**src/rtl/inst_fetch_if.sv**
```systemverilog
// Fetch-unit bus bundle: instruction-memory request/response, redirect, and
// the downstream instruction handshake.
interface inst_fetch_if;
  logic        imem_req;
  logic [31:0] imem_addr;
  logic        imem_gnt;
  logic        imem_rvalid;
  logic [31:0] imem_rdata;
  logic        redirect;
  logic [31:0] redirect_pc;
  logic        inst_valid;
  logic [31:0] inst;
  logic [31:0] inst_pc;
  logic        inst_ready;

  modport master (
    output imem_req, imem_addr, inst_valid, inst, inst_pc,
    input  imem_gnt, imem_rvalid, imem_rdata, redirect, redirect_pc, inst_ready
  );

  modport slave (
    input  imem_req, imem_addr, inst_valid, inst, inst_pc,
    output imem_gnt, imem_rvalid, imem_rdata, redirect, redirect_pc, inst_ready
  );
endinterface

```
**src/rtl/inst_fetch.sv**
```systemverilog
// Instruction fetch front end: PC, credit-limited memory requests, in-order
// instruction buffer with registered head, and redirect flush.
module inst_fetch #(
  parameter logic [31:0] RESET_PC        = 32'h0000_0000,
  parameter int unsigned FIFO_DEPTH      = 4,
  parameter int unsigned MAX_OUTSTANDING = 2
) (
  input logic          clk,
  input logic          rst,
  inst_fetch_if.master bus
);
  localparam int unsigned FAW = $clog2(FIFO_DEPTH);
  localparam int unsigned FCW = FAW + 1;
  localparam int unsigned QAW = (MAX_OUTSTANDING > 1) ? $clog2(MAX_OUTSTANDING) : 1;
  localparam int unsigned OCW = $clog2(MAX_OUTSTANDING + 1);

  typedef enum logic {RUN, FLUSH} state_t;

  state_t          state, state_n;
  logic [31:0]     pc, pc_n;
  logic            req, req_n;
  logic [OCW-1:0]  out_cnt, out_n;
  logic [OCW-1:0]  disc_cnt, disc_n;
  logic [FCW-1:0]  fifo_cnt, cnt_n;
  logic [FAW-1:0]  f_rd, f_rd_n, f_wr, f_wr_n;
  logic [QAW-1:0]  q_rd, q_rd_n, q_wr, q_wr_n;
  logic            valid_q, valid_n;
  logic [31:0]     inst_q, inst_n, ipc_q, ipc_n;
  logic            hs, rsp, push, pop;

  logic [31:0]     fifo_data [FIFO_DEPTH];
  logic [31:0]     fifo_pc   [FIFO_DEPTH];
  logic [31:0]     flight_pc [MAX_OUTSTANDING];

  function automatic logic [QAW-1:0] q_inc(input logic [QAW-1:0] p);
    return (32'(p) == MAX_OUTSTANDING - 1) ? '0 : p + QAW'(1);
  endfunction

  // Next-state: handshake, response accounting, buffer, redirect flush, credit
  always_comb begin
    state_n  = state;
    pc_n     = pc;
    out_n    = out_cnt;
    disc_n   = disc_cnt;
    cnt_n    = fifo_cnt;
    f_rd_n   = f_rd;
    f_wr_n   = f_wr;
    q_rd_n   = q_rd;
    q_wr_n   = q_wr;
    valid_n  = valid_q;
    inst_n   = inst_q;
    ipc_n    = ipc_q;
    req_n    = 1'b0;

    hs   = req && bus.imem_gnt;
    rsp  = bus.imem_rvalid && (out_cnt != '0);
    push = rsp && (disc_cnt == '0) && !bus.redirect;
    pop  = valid_q && bus.inst_ready;

    if (hs) begin
      pc_n   = pc + 32'd4;
      q_wr_n = q_inc(q_wr);
    end
    if (rsp) q_rd_n = q_inc(q_rd);
    out_n = out_cnt + OCW'(hs) - OCW'(rsp);
    if (rsp && (disc_cnt != '0)) disc_n = disc_cnt - OCW'(1);

    if (push) f_wr_n = f_wr + FAW'(1);
    if (pop)  f_rd_n = f_rd + FAW'(1);
    cnt_n = fifo_cnt + FCW'(push) - FCW'(pop);

    case (state)
      RUN:     state_n = RUN;
      FLUSH:   if (disc_n == '0) state_n = RUN;
      default: state_n = RUN;
    endcase

    // Everything still in flight at the end of this cycle becomes stale
    if (bus.redirect) begin
      state_n = FLUSH;
      pc_n    = bus.redirect_pc & ~32'h3;
      disc_n  = out_n;
      cnt_n   = '0;
      f_rd_n  = '0;
      f_wr_n  = '0;
    end

    valid_n = (cnt_n != '0);
    if (cnt_n != '0) begin
      if (push && (f_wr == f_rd_n)) begin
        inst_n = bus.imem_rdata;
        ipc_n  = flight_pc[q_rd];
      end else begin
        inst_n = fifo_data[f_rd_n];
        ipc_n  = fifo_pc[f_rd_n];
      end
    end

    // Credit: live requests plus buffered words can never exceed the buffer
    req_n = (32'(out_n) < MAX_OUTSTANDING) &&
            ((32'(out_n) - 32'(disc_n) + 32'(cnt_n)) < FIFO_DEPTH);
  end

  always_ff @(posedge clk or posedge rst) begin
    if (rst) begin
      state    <= RUN;
      pc       <= RESET_PC;
      req      <= 1'b0;
      out_cnt  <= '0;
      disc_cnt <= '0;
      fifo_cnt <= '0;
      f_rd     <= '0;
      f_wr     <= '0;
      q_rd     <= '0;
      q_wr     <= '0;
      valid_q  <= 1'b0;
      inst_q   <= '0;
      ipc_q    <= '0;
    end else begin
      state    <= state_n;
      pc       <= pc_n;
      req      <= req_n;
      out_cnt  <= out_n;
      disc_cnt <= disc_n;
      fifo_cnt <= cnt_n;
      f_rd     <= f_rd_n;
      f_wr     <= f_wr_n;
      q_rd     <= q_rd_n;
      q_wr     <= q_wr_n;
      valid_q  <= valid_n;
      inst_q   <= inst_n;
      ipc_q    <= ipc_n;
    end
  end

  // Buffer and in-flight pc storage; gated by handshake/response so no reset needed
  always_ff @(posedge clk) begin
    if (push) begin
      fifo_data[f_wr] <= bus.imem_rdata;
      fifo_pc[f_wr]   <= flight_pc[q_rd];
    end
    if (hs) flight_pc[q_wr] <= pc;
  end

  assign bus.imem_req   = req;
  assign bus.imem_addr  = pc;
  assign bus.inst_valid = valid_q;
  assign bus.inst       = inst_q;
  assign bus.inst_pc    = ipc_q;
endmodule
```
**src/flat_wrapper.sv**
```systemverilog
// flat-port wrapper written by rule: the top's interface ports become plain ports
module inst_fetch_flat 
#(
  parameter logic [31:0] RESET_PC        = 32'h0000_0000,
  parameter int unsigned FIFO_DEPTH      = 4,
  parameter int unsigned MAX_OUTSTANDING = 2
)
  (clk, rst, bus_imem_req, bus_imem_addr, bus_inst_valid, bus_inst, bus_inst_pc, bus_imem_gnt, bus_imem_rvalid, bus_imem_rdata, bus_redirect, bus_redirect_pc, bus_inst_ready);
  inst_fetch_if bus_i ();
  input logic clk;
  input logic rst;
  output wire logic [$bits(bus_i.imem_req)-1:0] bus_imem_req;
  output wire logic [$bits(bus_i.imem_addr)-1:0] bus_imem_addr;
  output wire logic [$bits(bus_i.inst_valid)-1:0] bus_inst_valid;
  output wire logic [$bits(bus_i.inst)-1:0] bus_inst;
  output wire logic [$bits(bus_i.inst_pc)-1:0] bus_inst_pc;
  input wire logic [$bits(bus_i.imem_gnt)-1:0] bus_imem_gnt;
  input wire logic [$bits(bus_i.imem_rvalid)-1:0] bus_imem_rvalid;
  input wire logic [$bits(bus_i.imem_rdata)-1:0] bus_imem_rdata;
  input wire logic [$bits(bus_i.redirect)-1:0] bus_redirect;
  input wire logic [$bits(bus_i.redirect_pc)-1:0] bus_redirect_pc;
  input wire logic [$bits(bus_i.inst_ready)-1:0] bus_inst_ready;
  assign bus_imem_req = bus_i.imem_req;
  assign bus_imem_addr = bus_i.imem_addr;
  assign bus_inst_valid = bus_i.inst_valid;
  assign bus_inst = bus_i.inst;
  assign bus_inst_pc = bus_i.inst_pc;
  assign bus_i.imem_gnt = bus_imem_gnt;
  assign bus_i.imem_rvalid = bus_imem_rvalid;
  assign bus_i.imem_rdata = bus_imem_rdata;
  assign bus_i.redirect = bus_redirect;
  assign bus_i.redirect_pc = bus_redirect_pc;
  assign bus_i.inst_ready = bus_inst_ready;
  inst_fetch #(.RESET_PC(RESET_PC), .FIFO_DEPTH(FIFO_DEPTH), .MAX_OUTSTANDING(MAX_OUTSTANDING)) u_core (.clk(clk), .rst(rst), .bus(bus_i));
endmodule
```
**config.mk**
```make
export PLATFORM = sky130hd
export DESIGN_NAME = inst_fetch_flat
export DESIGN_NICKNAME = d
export VERILOG_FILES = /design/src/rtl/inst_fetch_if.sv /design/src/rtl/inst_fetch.sv /design/src/flat_wrapper.sv
export SDC_FILE = /design/constraint.sdc
export NUM_CORES = 1
export LEC_CHECK = 0
export ABC_AREA = 1
export ABC_CLOCK_PERIOD_IN_PS = 5100
export CAP_MARGIN = 20
export CORE_MARGIN = 2
export CORE_UTILIZATION = 58
export CTS_CLUSTER_SIZE = 20
export DETAILED_ROUTE_END_ITERATION = 8
export GPL_ROUTABILITY_DRIVEN = 1
export PLACE_DENSITY_LB_ADDON = 0.05
export SLEW_MARGIN = 20
export SYNTH_ARGS = -nofsm -noshare
export SYNTH_HDL_FRONTEND = slang
export SYNTH_SLANG_ARGS = --single-unit
```
**constraint.sdc**
```tcl
create_clock -name clk -period 5.1 [get_ports clk]
set_input_delay 1.02 -clock clk [delete_from_list [all_inputs] [get_ports clk]]
set_output_delay 1.02 -clock clk [all_outputs]
set_load 0.02 [all_outputs]
```
---- Word level (Yosys, flattened, before mapping) ----
Memory sizes are Yosys's and may differ from the RTL's. A register that Yosys moved wholly into a read port is not among the register bits.
Index checks and enable logic that the tools add are counted.
cells by class
  add/subtract/negate cells ............... 12
  magnitude comparators ................... 2
  multiplexer cells ....................... 15
  reductions and logical operators ........ 14
operator list
  cell                     number
  $mux W32                 2
  $add A32 B3 Y32          1
  $add A32 B3 Y32 const B  1
  $lt A32 B3 Y1 const B    1
  $mux W2                  6
  $reduce_bool A2 Y1       4
  $logic_and A1 B1 Y1      7
  $mux W1                  6
  $add A2 B1 Y2 const B    2
  $add A3 B1 Y3            1
  $mux W3                  1
  $reduce_bool A3 Y1       1
  $sub A2 B2 Y3            1
  $sub A3 B1 Y3            1
  $add A1 B1 Y1 const B    2
  $add A2 B1 Y2            1
  $logic_not A2 Y1         1
  $lt A2 B2 Y1 const B     1
  $sub A2 B1 Y2            1
  $sub A2 B1 Y2 const B    1
  $logic_not A1 Y1         1
storage, ports and cells
  bits in registers ....................... 47
  RAM bits ................................ 320
  word-level logic and storage cells ...... 56
  memories kept ........................... 3
memories
  memory            depth  bits a word  read ports  clocked after memory_dff  wr ports  line              RTL
  u_core.fifo_data  4      32           1           1                         1         inst_fetch.sv:31  logic [31:0] fifo_data [FIFO_DEPTH];
  u_core.fifo_pc    4      32           1           1                         1         inst_fetch.sv:32  logic [31:0] fifo_pc [FIFO_DEPTH];
  u_core.flight_pc  2      32           1           0                         1         inst_fetch.sv:33  logic [31:0] flight_pc [MAX_OUTSTANDING];

---- Depth between registers and ports, before layout ----
Gate-level depths: netlist (run 1).
  depth in word-level cells ............... 10
  depth in mapped cells ................... 26

---- Least setup slack after synthesis (run 1) ----
Ideal clock, no wire load.
  path type ............................... in2reg
  start ................................... input port bus_imem_rvalid
  end ..................................... memory u_core.fifo_data[0][0] (enable)
  library setup time ...................... 482 ps
  arrival ................................. 4030 ps
  setup slack ............................. 588 ps
  stages .................................. 4
  path buffers ............................ 0
  cell sequence ........................... nand3_1 nor2_1 inv_1 nor2_1
on the way
  word-level cells in the longest chain between the ends .. 5
RTL lines
  item                              line                RTL
  from (decl)                       flat_wrapper.sv:18  input wire logic [$bits(bus_i.imem_rvalid)-1:0] bus_imem_rvalid;
  $logic_and A1 B1 Y1               inst_fetch.sv:56    rsp = bus.imem_rvalid && (out_cnt != '0);
  $logic_and A1 B1 Y1 (2 in a row)  inst_fetch.sv:57    push = rsp && (disc_cnt == '0) && !bus.redirect;
  $mux W1                           inst_fetch.sv:138   if (push) begin
  $mux W1 (not written as such)     inst_fetch.sv:139   fifo_data[f_wr] <= bus.imem_rdata;
  to (decl)                         inst_fetch.sv:31
Every way passes these cells.

---- Worst setup path after layout (run 1) ----
  start ................................... input port bus_imem_rvalid
  end ..................................... register u_core.req, in the netlist u_core.bus.imem_req
on the way
  elaborated cells between the ends (all ways) .. 15
  classes of those cells .................. add/sub (5); order compare (2); mux (3); reduce/logical (5)
RTL lines
  item                       line               RTL
  $logic_and A1 B1 Y1 (*)    inst_fetch.sv:56
  named net u_core.rsp       inst_fetch.sv:29   logic hs, rsp, push, pop;
  $sub A2 B1 Y2 (*)          inst_fetch.sv:65   out_n = out_cnt + OCW'(hs) - OCW'(rsp);
  named net u_core.out_n[1]  inst_fetch.sv:22   logic [OCW-1:0] out_cnt, out_n;
  $mux W2                    inst_fetch.sv:79   if (bus.redirect) begin
  $sub A2 B2 Y3              inst_fetch.sv:101  ((32'(out_n) - 32'(disc_n) + 32'(cnt_n)) < FIFO_DEPTH);
  $add A32 B3 Y32            inst_fetch.sv:101
  $lt A32 B3 Y1              inst_fetch.sv:101
  $logic_and A1 B1 Y1 (*)    inst_fetch.sv:100  req_n = (32'(out_n) < MAX_OUTSTANDING) &&
  named net u_core.req_n     inst_fetch.sv:21   logic req, req_n;
  to (signal assigned)       inst_fetch.sv:122  req <= req_n;
  to (decl)                  inst_fetch.sv:21
Mark *: on every way through the listed nets, which the timed path passes. The rest lies on a longest branch.
A chain may end at the register's enable or synchronous reset.

==> flow_metrics.tcl, run 1 <==
set metrics [dict create \
    clock_sinks 415 \
    place.gp.congestion 0.927 \
    crit_type "input pin to register" \
    cp.depth 23 \
    grt_start_max_net_pins 99 \
    slew_headroom_pct 25.8 \
    hpwl_mm 25.3 \
    antenna_left 0 \
    crit_buf_inv 7 \
    min_period_ns 4.14 \
    min_path_type "register to register" \
    synthAdderAreaFrac_pct 1.66 \
    tightest_slew_ns 1.11 \
    arrival_ns 4.61 \
    crit_path_max_fanout 12 \
    grt_pass1_vias 13300 \
    slew_violations 0 \
    crit_top_cell "inv_1" \
    rr_startpoint "u_core.out_cnt[0]$_DFF_PP0_" \
    yosysUniqueCellTypes 32 \
    ys_seq_area_share_pct 64.3 \
    die_w_microns 183 \
    syn_area_sq_mm 0.0185 \
    initial_core_util_pct 58.8 \
    outcome "finished, final reports clean" \
    fp-row-count 65 \
    drc 0 \
    yosysWarnings 0 \
    io-pin-count 168 \
    post-route-period-util_pct 81.1 \
    io_buffers 161 \
    reg2reg_slack_ns 1.38 \
    ff2ff_path_depth 24 \
    fin_skew_ns 0.0120 \
    hold_violations 0 \
    synth_compound_area_share_pct 1.98 \
    fmax_mhz 242 \
    min_path_cells 2 \
    cts_buffer_depth 3 \
    grt_pass1_wl_mm 70.4 \
    dieArea_sq_mm 0.0334 \
    synth_top_family_by_area "simple AND/OR/NAND/NOR gates" \
    wl_per_cell_microns 18.4 \
    cpMaxStageDelayCell "clkdlybuf4s50_1" \
    clk_pin_slew_ns 0.06 \
    dpl_cell_area_sq_mm 0.0206 \
    power_leakage_nw 9.02 \
    max_stage_delay_ns 0.45 \
    insertedDiodeCount 0 \
    whs_endpoint "u_core.bus.inst[22]$_DFFE_PP0P_" \
    synth-simple-area-share_pct 25.7 \
    crit_family "adder cells" \
    utilization_pct 70.0 \
    reg2reg_to "u_core.bus.imem_req$_DFF_PP0_" \
    post_cts_resized 0 \
    routed_wl_mm 44.2 \
    core-area_sq_mm 0.0316 \
    synth_cells 1834 \
    rsz0062_at_grt "no" \
    max-cap-violations 0 \
    nNetsFinal 2053 \
    avgSynthCellArea_sq_um 10.1 \
    powerDensity_mw_per_mm2 518 \
    ys_ff_latch 415 \
    worstSetupStartpointType "input pin" \
    avgViaCountPerCell 5.68 \
    cts_tree "yes" \
    timing.hold.ws_ns 0.474 \
    grt_usage_pct 26.8 \
    fin_area_sq_mm 0.0221 \
    syn_to_final_growth_pct 19.2 \
    setup_viol 0 \
    htree_levels 2 \
    numCtsBuffers 43 \
    antenna_found_initial 0 \
    ir_worst_vdd_v 0.000420 \
    synth_mux_area_share_pct 0 \
    synth-xor-area-share_pct 0.898 \
    dr.pass1.iters 7 \
    cts-root-buf "clkbuf_16" \
    postCtsSetupBuffers 0 \
    worstSkewPairLatency_ns 0.54 \
    hold_buffers 0 \
    tns_ns 0 \
    route.vias.total 13600 \
    drive_gt1_share_pct 7.23 \
    required_ns 5.57 \
    grt_overflow_total 0 \
    end_kind "register" \
    die_h_microns 183 \
    drtIter0Drc 950 \
    crit_chain "clkdlybuf4s50_1 > nand2_1 > inv_1 > ha_1 > inv_1 > ha_1 > xnor2_1 > nand3_1 > nand2_1 > inv_1 > ha_1 > inv_1 > nand2_1 > inv_1 > ha_1 > inv_1 > and2_1 > o21ai_0 > ha_1 > nand4_1 > nor2_1 > nand3_1 > nor2_1" \
    hold_path.startpoint "u_core.bus.inst[22]$_DFFE_PP0P_" \
]
==> through the flow <==
step	instances	worst slack, ns	power, W
global placement	2316	0.484	0.00814
global route	2395	0.606	0.0121
CTS	2395	0.944	0.0115
floorplan	1837	0.588	0.00678
finish	2395	0.964	0.0114
detailed placement	2316	0.430	0.00824
==> worst register-to-register path, cell delays in order (launching register included) <==
cell     delay, ns
dfrtp_1       0.36
inv_1         0.09
nand2_1       0.08
nand2_1       0.09
inv_1         0.07
ha_1          0.28
inv_1         0.04
ha_1          0.18
xnor2_1       0.30
nand3_1       0.14
nand2_1       0.09
inv_1         0.04
ha_1          0.18
inv_1         0.05
nand2_1       0.04
inv_1         0.27
ha_1          0.29
inv_1         0.07
and2_1        0.17
o21ai_0       0.13
ha_1          0.32
nand4_1       0.09
nor2_1        0.10
nand3_1       0.08
nor2_1        0.10
==> flip-flops by register name, summed over array words and instances, names as in the netlist, 2 cells and up <==
name	flops
u_core.bus.imem_addr	30
u_core.f_wr	2
u_core.flight_pc	60
u_core.fifo_cnt	3
u_core.fifo_data	128
u_core.bus.inst_pc	30
u_core.out_cnt	2
u_core.bus.inst	32
u_core.f_rd	2
u_core.disc_cnt	2
u_core.fifo_pc	120
==> per-layer routing <==
metal,routed length [microns],up-vias,part of all wire (%),track usage (%)
met3,3040,71,6.9,5.08
li1,-,6520,-,-
met2,21300,490,48,44.4
met1,18800,6525,43,36.5
met4,1040,0,2.3,7.74
met5,0,-,0,0
==> synthesized netlist by cell type <==
cell | number | share of area (%)
o21bai_1 | 4 | 0.16
nand4_1 | 130 | 4.4
xor2_1 | 15 | 0.71
nor3b_1 | 1 | 0.041
dfrtp_1 | 107 | 14
o221ai_1 | 1 | 0.047
nand2_2 | 3 | 0.10
nor2_1 | 56 | 1.1
a21o_1 | 1 | 0.041
xnor2_1 | 4 | 0.19
edfxtp_1 | 308 | 50
nor2_4 | 1 | 0.061
a31oi_1 | 1 | 0.034
buf_4 | 4 | 0.16
or2_2 | 31 | 1.0
and2_1 | 1 | 0.034
a21oi_1 | 8 | 0.22
ha_1 | 23 | 1.6
nor2_2 | 2 | 0.067
buf_2 | 26 | 0.70
o21ai_0 | 49 | 1.3
nand3_2 | 3 | 0.16
nand2_1 | 529 | 11
nor3_1 | 12 | 0.32
buf_1 | 12 | 0.24
o211ai_1 | 4 | 0.16
inv_1 | 142 | 2.9
conb_1 | 1 | 0.020
fa_1 | 1 | 0.11
inv_2 | 3 | 0.061
clkbuf_1 | 70 | 1.4
nand3_1 | 281 | 7.6
==> worst max path at each step <==
stage	endpoint	startpoint
global placement	u_core.bus.imem_req$_DFF_PP0_	bus_imem_rvalid
global route	u_core.bus.imem_req$_DFF_PP0_	bus_imem_rvalid
CTS	u_core.bus.imem_req$_DFF_PP0_	bus_imem_rvalid
floorplan	u_core.fifo_data[0][0]$_DFFE_PP_	bus_imem_rvalid
finish	u_core.bus.imem_req$_DFF_PP0_	bus_imem_rvalid
detailed placement	u_core.bus.imem_req$_DFF_PP0_	bus_imem_rvalid
==> layout make-up <==
type                            count  area, sq um
Sequential cell                   415        11900
Fill cell                        2302         9460
Multi-Input combinational cell   1165         5680
Timing Repair Buffer              189         1950
Clock buffer                       59         1230
Inverter                          145          549
Tap cell                          402          503
Clock inverter                     20          255
==> cells in the final DEF, fill, tap and decap left out, drive strengths merged <==
| cell | instances |
|---|---|
| buf | 28 |
| bufinv | 6 |
| a21oi | 8 |
| a31oi | 1 |
| ha | 23 |
| or2 | 31 |
| xor2 | 15 |
| nand3 | 284 |
| fa | 1 |
| clkinvlp | 1 |
| nand2 | 532 |
| a21o | 1 |
| o21ai | 49 |
| edfxtp | 308 |
| nor2 | 59 |
| clkdlybuf4s50 | 161 |
| dfrtp | 107 |
| clkinv | 12 |
| o221ai | 1 |
| inv | 146 |
| o211ai | 4 |
| nand4 | 130 |
| o21bai | 4 |
| clkbuf | 59 |
| nor3 | 12 |
| conb | 4 |
| nor3b | 1 |
| xnor2 | 4 |
| and2 | 1 |
==> where the power goes <==
group,internal [W],total (W),switching (W)
Clock,0.00200,0.00326,0.00126
Sequential,0.00416,0.00443,0.000267
Combinational,0.00135,0.00375,0.00241
Total,0.00750,0.0114,0.00393
==> cell families (layout without fill, tap and decap cells) <==
kind of cell / count (synthesis) / in the layout
xor gates and xnor gates: 19 / 19
AOI/OAI and AO/OA: 68 / 68
buffers and inverters: 257 / 413
DFF: 415 / 415
adders and majority gates: 24 / 24
other: 1 / 4
and+or+nand+nor: 1050 / 1050
No activity file was read; power rests on OpenSTA's default activity.
==> inputs of run 2 (changes only) <==
Settings changed: ABC_CLOCK_PERIOD_IN_PS 5100 to 3400, CORE_UTILIZATION 58 to 52.
Clock period 5.1 ns to 3.4 ns, I/O delays scaled along.
==> flow_metrics.tcl, run 2 (synthesis gave the netlist of run 1 again) <==
set metrics [dict create \
    numCtsBuffers 45 \
    grt_start_max_net_pins 125 \
    setup_viol 0 \
    drive_gt1_share_pct 10.1 \
    fin_skew_ns 0.0134 \
    end_kind "register" \
    min_path_type "register to register" \
    powerDensity_mw_per_mm2 791 \
    dieArea_sq_mm 0.0372 \
    io_buffers 161 \
    insertedDiodeCount 0 \
    largest_reg_flops 128 \
    clk_pin_slew_ns 0.06 \
    final_cell_mix "nand2_1, edfxtp_1, nand3_1, clkdlybuf4s50_1, inv_1" \
    dr.pass1.iters 5 \
    die_h_microns 193 \
    required_ns 3.82 \
    route.vias.total 13900 \
    slew_headroom_pct 44.4 \
    hold_violations 0 \
    place.gp.congestion 0.930 \
    nNetsFinal 2096 \
    grt_pass1_wl_mm 73.6 \
    min_period_ns 3.19 \
    layout_commonest_cell "nand2_1" \
    largest_registers "u_core.fifo_data: 128 flops, u_core.fifo_pc: 120 flops, u_core.flight_pc: 60 flops" \
    p_comb_share_pct 35.9 \
    clock_sinks 415 \
    worstSkewPairLatency_ns 0.54 \
    wl_per_cell_microns 18.9 \
    power_leakage_nw 9.29 \
    crit_type "register to register" \
    core-area_sq_mm 0.0353 \
    routed_wl_mm 47.3 \
    antenna_found_initial 0 \
    switching_share_pct 34.6 \
    utilization_pct 64.3 \
    fmax_mhz 313 \
    htree_levels 2 \
    cts_tree "yes" \
    io-pin-count 168 \
    arrival_ns 3.61 \
    max-cap-violations 0 \
    tns_ns 0 \
    outcome "finished, final reports clean" \
    crit_path_max_fanout 4 \
    grt_usage_pct 25.7 \
    p_int_w 0.0118 \
    initial_core_util_pct 52.5 \
    slew_violations 0 \
    switchingPower_w 0.00620 \
    hpwl_mm 27.8 \
    tightest_slew_ns 0.832 \
    avgViaCountPerCell 5.55 \
    antenna_left 0 \
    fp-row-count 69 \
    die_w_microns 193 \
    cts_buffer_depth 3 \
    grt_pass1_vias 13600 \
    clkPwrFrac_pct 27.2 \
    regMostFlops "u_core.fifo_data" \
    grt_overflow_total 0 \
    seq_power_share_pct 36.9 \
    syn_to_final_growth_pct 22.5 \
    drc 0 \
    post-route-period-util_pct 93.9 \
    drtIter0Drc 934 \
    worstSetupStartpointType "register" \
    cts-root-buf "clkbuf_16" \
    ir_worst_vdd_v 0.000540 \
    finalPower_w 0.0180 \
    hold_buffers 0 \
]
==> run 2: path summary, 6_finish.rpt <==
path,from,endpoint,slack [ns],cells past startpoint
max,u_core.out_cnt[1]$_DFF_PP0_,u_core.bus.imem_req$_DFF_PP0_,0.21,21
min,u_core.bus.inst[25]$_DFFE_PP0P_,u_core.bus.inst[25]$_DFFE_PP0P_,0.48,2
max reg2reg,u_core.out_cnt[1]$_DFF_PP0_,u_core.bus.imem_req$_DFF_PP0_,0.21,21
min reg2reg,u_core.bus.inst[25]$_DFFE_PP0P_,u_core.bus.inst[25]$_DFFE_PP0P_,0.48,2
max in group asynchronous,rst,u_core.bus.inst[6]$_DFFE_PP0P_,2.04,3
min in group asynchronous,rst,u_core.bus.inst_pc[7]$_DFFE_PP0P_,0.66,2
==> run 2: cell type report <==
| cell class | count | area (sq um) |
|---|---|---|
| inverters | 145 | 551 |
| flip-flops and latches | 415 | 11900 |
| multi-input cells | 1165 | 5760 |
| well taps | 461 | 577 |
| clock buffers | 60 | 1250 |
| fillers | 2805 | 12600 |
| clock inverters | 21 | 224 |
| repair buffers | 230 | 2410 |
==> run 2: routing by layer <==
| metal | vias to the layer above | share of wire [%] | track usage (%) | wire [microns] |
|---|---|---|---|---|
| li1 | 6615 | - | - | - |
| met1 | 6642 | 43 | 35.2 | 20500 |
| met2 | 508 | 47 | 41.7 | 22000 |
| met3 | 93 | 7.3 | 4.51 | 3440 |
| met4 | 0 | 2.7 | 8.81 | 1300 |
| met5 | - | 0 | 0 | 0 |
==> run 2: per-stage QoR <==
step                worst slack [ns]  cells  cell area [sq um]  hold WS, ns
detailed placement            -0.570   2414              21100        0.464
finish                         0.208   2497              22700        0.476
global route                 -0.0361   2497              22700        0.500
floorplan                     -0.772   1837              18600        0.532
global placement              -0.477   2414              21100        0.462
CTS                           0.0461   2495              22600        0.481
==> run 2: power groups by stage <==
stage | clock [W] | combinational [W] | sequential [W]
after global routing | 0.00516 | 0.00716 | 0.00669
after global placement | 0 | 0.00620 | 0.00670
after detailed placement | 0 | 0.00632 | 0.00671
final | 0.00489 | 0.00645 | 0.00662
after CTS | 0.00494 | 0.00635 | 0.00662
after floorplan | 0 | 0.00306 | 0.00713
==> run 2: critical path, stage by stage, from the launching register on <==
cell and delay (ns):
dfrtp_1 0.40, inv_1 0.07, nand2_2 0.06, nand2_2 0.09, inv_2 0.05, ha_4 0.25
inv_2 0.04, ha_4 0.21, o21ai_2 0.13, inv_1 0.07, ha_1 0.17, inv_1 0.06
ha_1 0.22, ha_1 0.28, a21o_1 0.17, and2_4 0.17, o21ai_2 0.15, ha_1 0.25
nand4_1 0.09, nor2_1 0.05, nand3_1 0.06, nor2_1 0.04
==> run 2: timing repair <==
item	4_1_cts	5_1_grt
pin swaps	0	14
gates resized for setup	1	22
endpoints found under the setup margin	1	1
buffers inserted	0	2
==> inputs of run 3 (changes only) <==
Settings changed: ABC_CLOCK_PERIOD_IN_PS 3400 to 2800, CORE_UTILIZATION 52 to 40.
Clock period 3.4 ns to 2.8 ns, I/O delays scaled along.
==> flow_metrics.tcl, run 3 (synthesis gave the netlist of run 1 again) <==
set metrics [dict create \
    tns_ns -0.294 \
    hold_violations 0 \
    crit_buf_inv 4 \
    p_int_w 0.0151 \
    post-route-period-util_pct 110 \
    cts_buffer_depth 3 \
    rsz0062_at_grt "yes" \
    seq_power_share_pct 34.6 \
    io_buffers 161 \
    fp-row-count 78 \
    layout_commonest_cell "nand2_1" \
    route.vias.total 13900 \
    initial_core_util_pct 40.7 \
    slew_violations 0 \
    dr_wl_met2_mm 25.4 \
    place.gp.congestion 0.794 \
    crit_family "adder cells" \
    clkPwrFrac_pct 27.2 \
    powerDensity_mw_per_mm2 986 \
    numCtsBuffers 47 \
    grt_pass1_wl_mm 80.3 \
    slew_headroom_pct 55.0 \
    violations "negative setup slack" \
    clk_pin_slew_ns 0.06 \
    reg2reg_slack_ns -0.29 \
    fin_skew_ns 0.0149 \
    crit_path_max_fanout 4 \
    end_kind "register" \
    grt_usage_pct 21.7 \
    htree_levels 2 \
    cts-root-buf "clkbuf_16" \
    routed_wl_mm 52.3 \
    hpwl_mm 31.5 \
    crit_top_cell "ha_4" \
    drc 0 \
    avgViaCountPerCell 5.18 \
    io-pin-count 168 \
    antenna_left 0 \
    antenna_found_initial 0 \
    die_w_microns 219 \
    largest_registers "u_core.fifo_data: 128 flops, u_core.fifo_pc: 120 flops, u_core.flight_pc: 60 flops" \
    setup_viol 1 \
    route.met3.wl_mm 2.34 \
    min_path_type "input pin to asynchronous set/reset pin" \
    fmax_mhz 323 \
    core-area_sq_mm 0.0456 \
    finalPower_w 0.0233 \
    crit_type "register to register" \
    clock_sinks 415 \
    max_stage_delay_ns 0.40 \
    ir_worst_vdd_v 0.000598 \
    insertedDiodeCount 0 \
    syn_to_final_growth_pct 27.4 \
    top_layer "met4" \
    worstSetupStartpointType "register" \
    switching_share_pct 35.2 \
    min_period_ns 3.09 \
    dr.pass1.iters 5 \
    largest_reg_flops 128 \
    drive_gt1_share_pct 12.5 \
    p_comb_share_pct 38.1 \
    grt_overflow_total 0 \
    worstSkewPairLatency_ns 0.56 \
    final_cell_mix "nand2_1, edfxtp_1, nand3_1, clkdlybuf4s50_1, inv_1" \
    power_leakage_nw 9.59 \
    max-cap-violations 0 \
    regMostFlops "u_core.fifo_data" \
    nNetsFinal 2133 \
    required_ns 3.29 \
    drtIter0Drc 989 \
    timing.final.ws_setup_ns -0.294 \
    cpMaxStageDelayCell "dfrtp_1" \
    crit_chain "inv_2 > nand2_4 > nand2_8 > inv_4 > ha_4 > inv_2 > ha_4 > xnor2_4 > nand3_2 > nand2_2 > inv_2 > ha_4 > ha_4 > a21o_1 > and2_4 > o21ai_4 > ha_4 > nand4_1 > nor2_1 > nand3_1 > nor2_1" \
    dieArea_sq_mm 0.0481 \
    cts_tree "yes" \
    grt_pass1_vias 13800 \
    arrival_ns 3.59 \
    outcome "complete, but fails checks" \
    wirelength_met1_mm 23.6 \
    switchingPower_w 0.00820 \
    wl_per_cell_microns 19.5 \
    die_h_microns 219 \
    grt_start_max_net_pins 125 \
    tightest_slew_ns 0.676 \
]
==> run 3: cell types whose count changed in the layout (fill, tap and decap cells not counted), moves of 3 or more <==
cell       previous run  this run
buf_12               22        37
buf_4                47        61
clkbuf_16            46        51
ha_1                 19        15
inv_1               135       131
inv_4                 1         4
nand2_1             525       522
==> run 3: final timing paths <==
check	startpoint	to	depth (start not counted)
worst max-delay path	u_core.out_cnt[1]$_DFF_PP0_	u_core.bus.imem_req$_DFF_PP0_	21
worst min-delay path	rst	u_core.fifo_cnt[2]$_DFF_PP0_	2
worst max register to register	u_core.out_cnt[1]$_DFF_PP0_	u_core.bus.imem_req$_DFF_PP0_	21
worst min register to register	u_core.bus.inst[3]$_DFFE_PP0P_	u_core.bus.inst[3]$_DFFE_PP0P_	2
max in group asynchronous	rst	u_core.bus.inst_pc[19]$_DFFE_PP0P_	3
min in group clk	u_core.bus.inst[3]$_DFFE_PP0P_	u_core.bus.inst[3]$_DFFE_PP0P_	2
==> run 3: final cells by class <==
class                   instances  area [sq um]
multi-input cells            1165          5870
well taps                     600           751
inverters                     145           558
clock buffers                  65          1340
flip-flops and latches        415         11900
fillers                      4078         22000
clock inverters                22           255
repair buffers                265          2910
==> run 3: power by group through the flow <==
| stage | combinational, W | sequential, W | clock, W |
|---|---|---|---|
| after floorplan | 0.00382 | 0.00866 | 0 |
| after global placement | 0.00793 | 0.00818 | 0 |
| after detailed placement | 0.00806 | 0.00817 | 0 |
| after CTS | 0.00833 | 0.00807 | 0.00650 |
| after global routing | 0.00976 | 0.00815 | 0.00674 |
| final | 0.00887 | 0.00807 | 0.00634 |
==> run 3: per-layer routing <==
metal,vias to the layer above,GRT usage [%]
met3,54,3.51
met5,-,0
met1,6784,29.6
met2,333,35.8
li1,6694,-
met4,0,5.74
==> run 3: what timing repair did <==
action | CTS | global route
gates cloned | 0 | 3
buffers inserted | 3 | 5
gates resized for setup | 21 | 19
setup endpoints to repair | 7 | 63
hold buffers | 0 | 0
pin swaps | 15 | 7
==> run 3: stage by stage <==
stage | setup slack (ns) | utilization [%] | cells | hold WS, ns | instance area, sq um
after floorplan | -0.259 | - | 1837 | 0.532 | 18700
after CTS | -0.304 | 51.5 | 2669 | 0.309 | 23500
after global placement | -0.926 | 47.7 | 2579 | 0.463 | 21700
after detailed placement | -1.02 | 47.7 | 2579 | 0.466 | 21700
after global routing | -0.466 | 51.8 | 2677 | 0.346 | 23600
final | -0.294 | 51.8 | 2677 | 0.332 | 23600
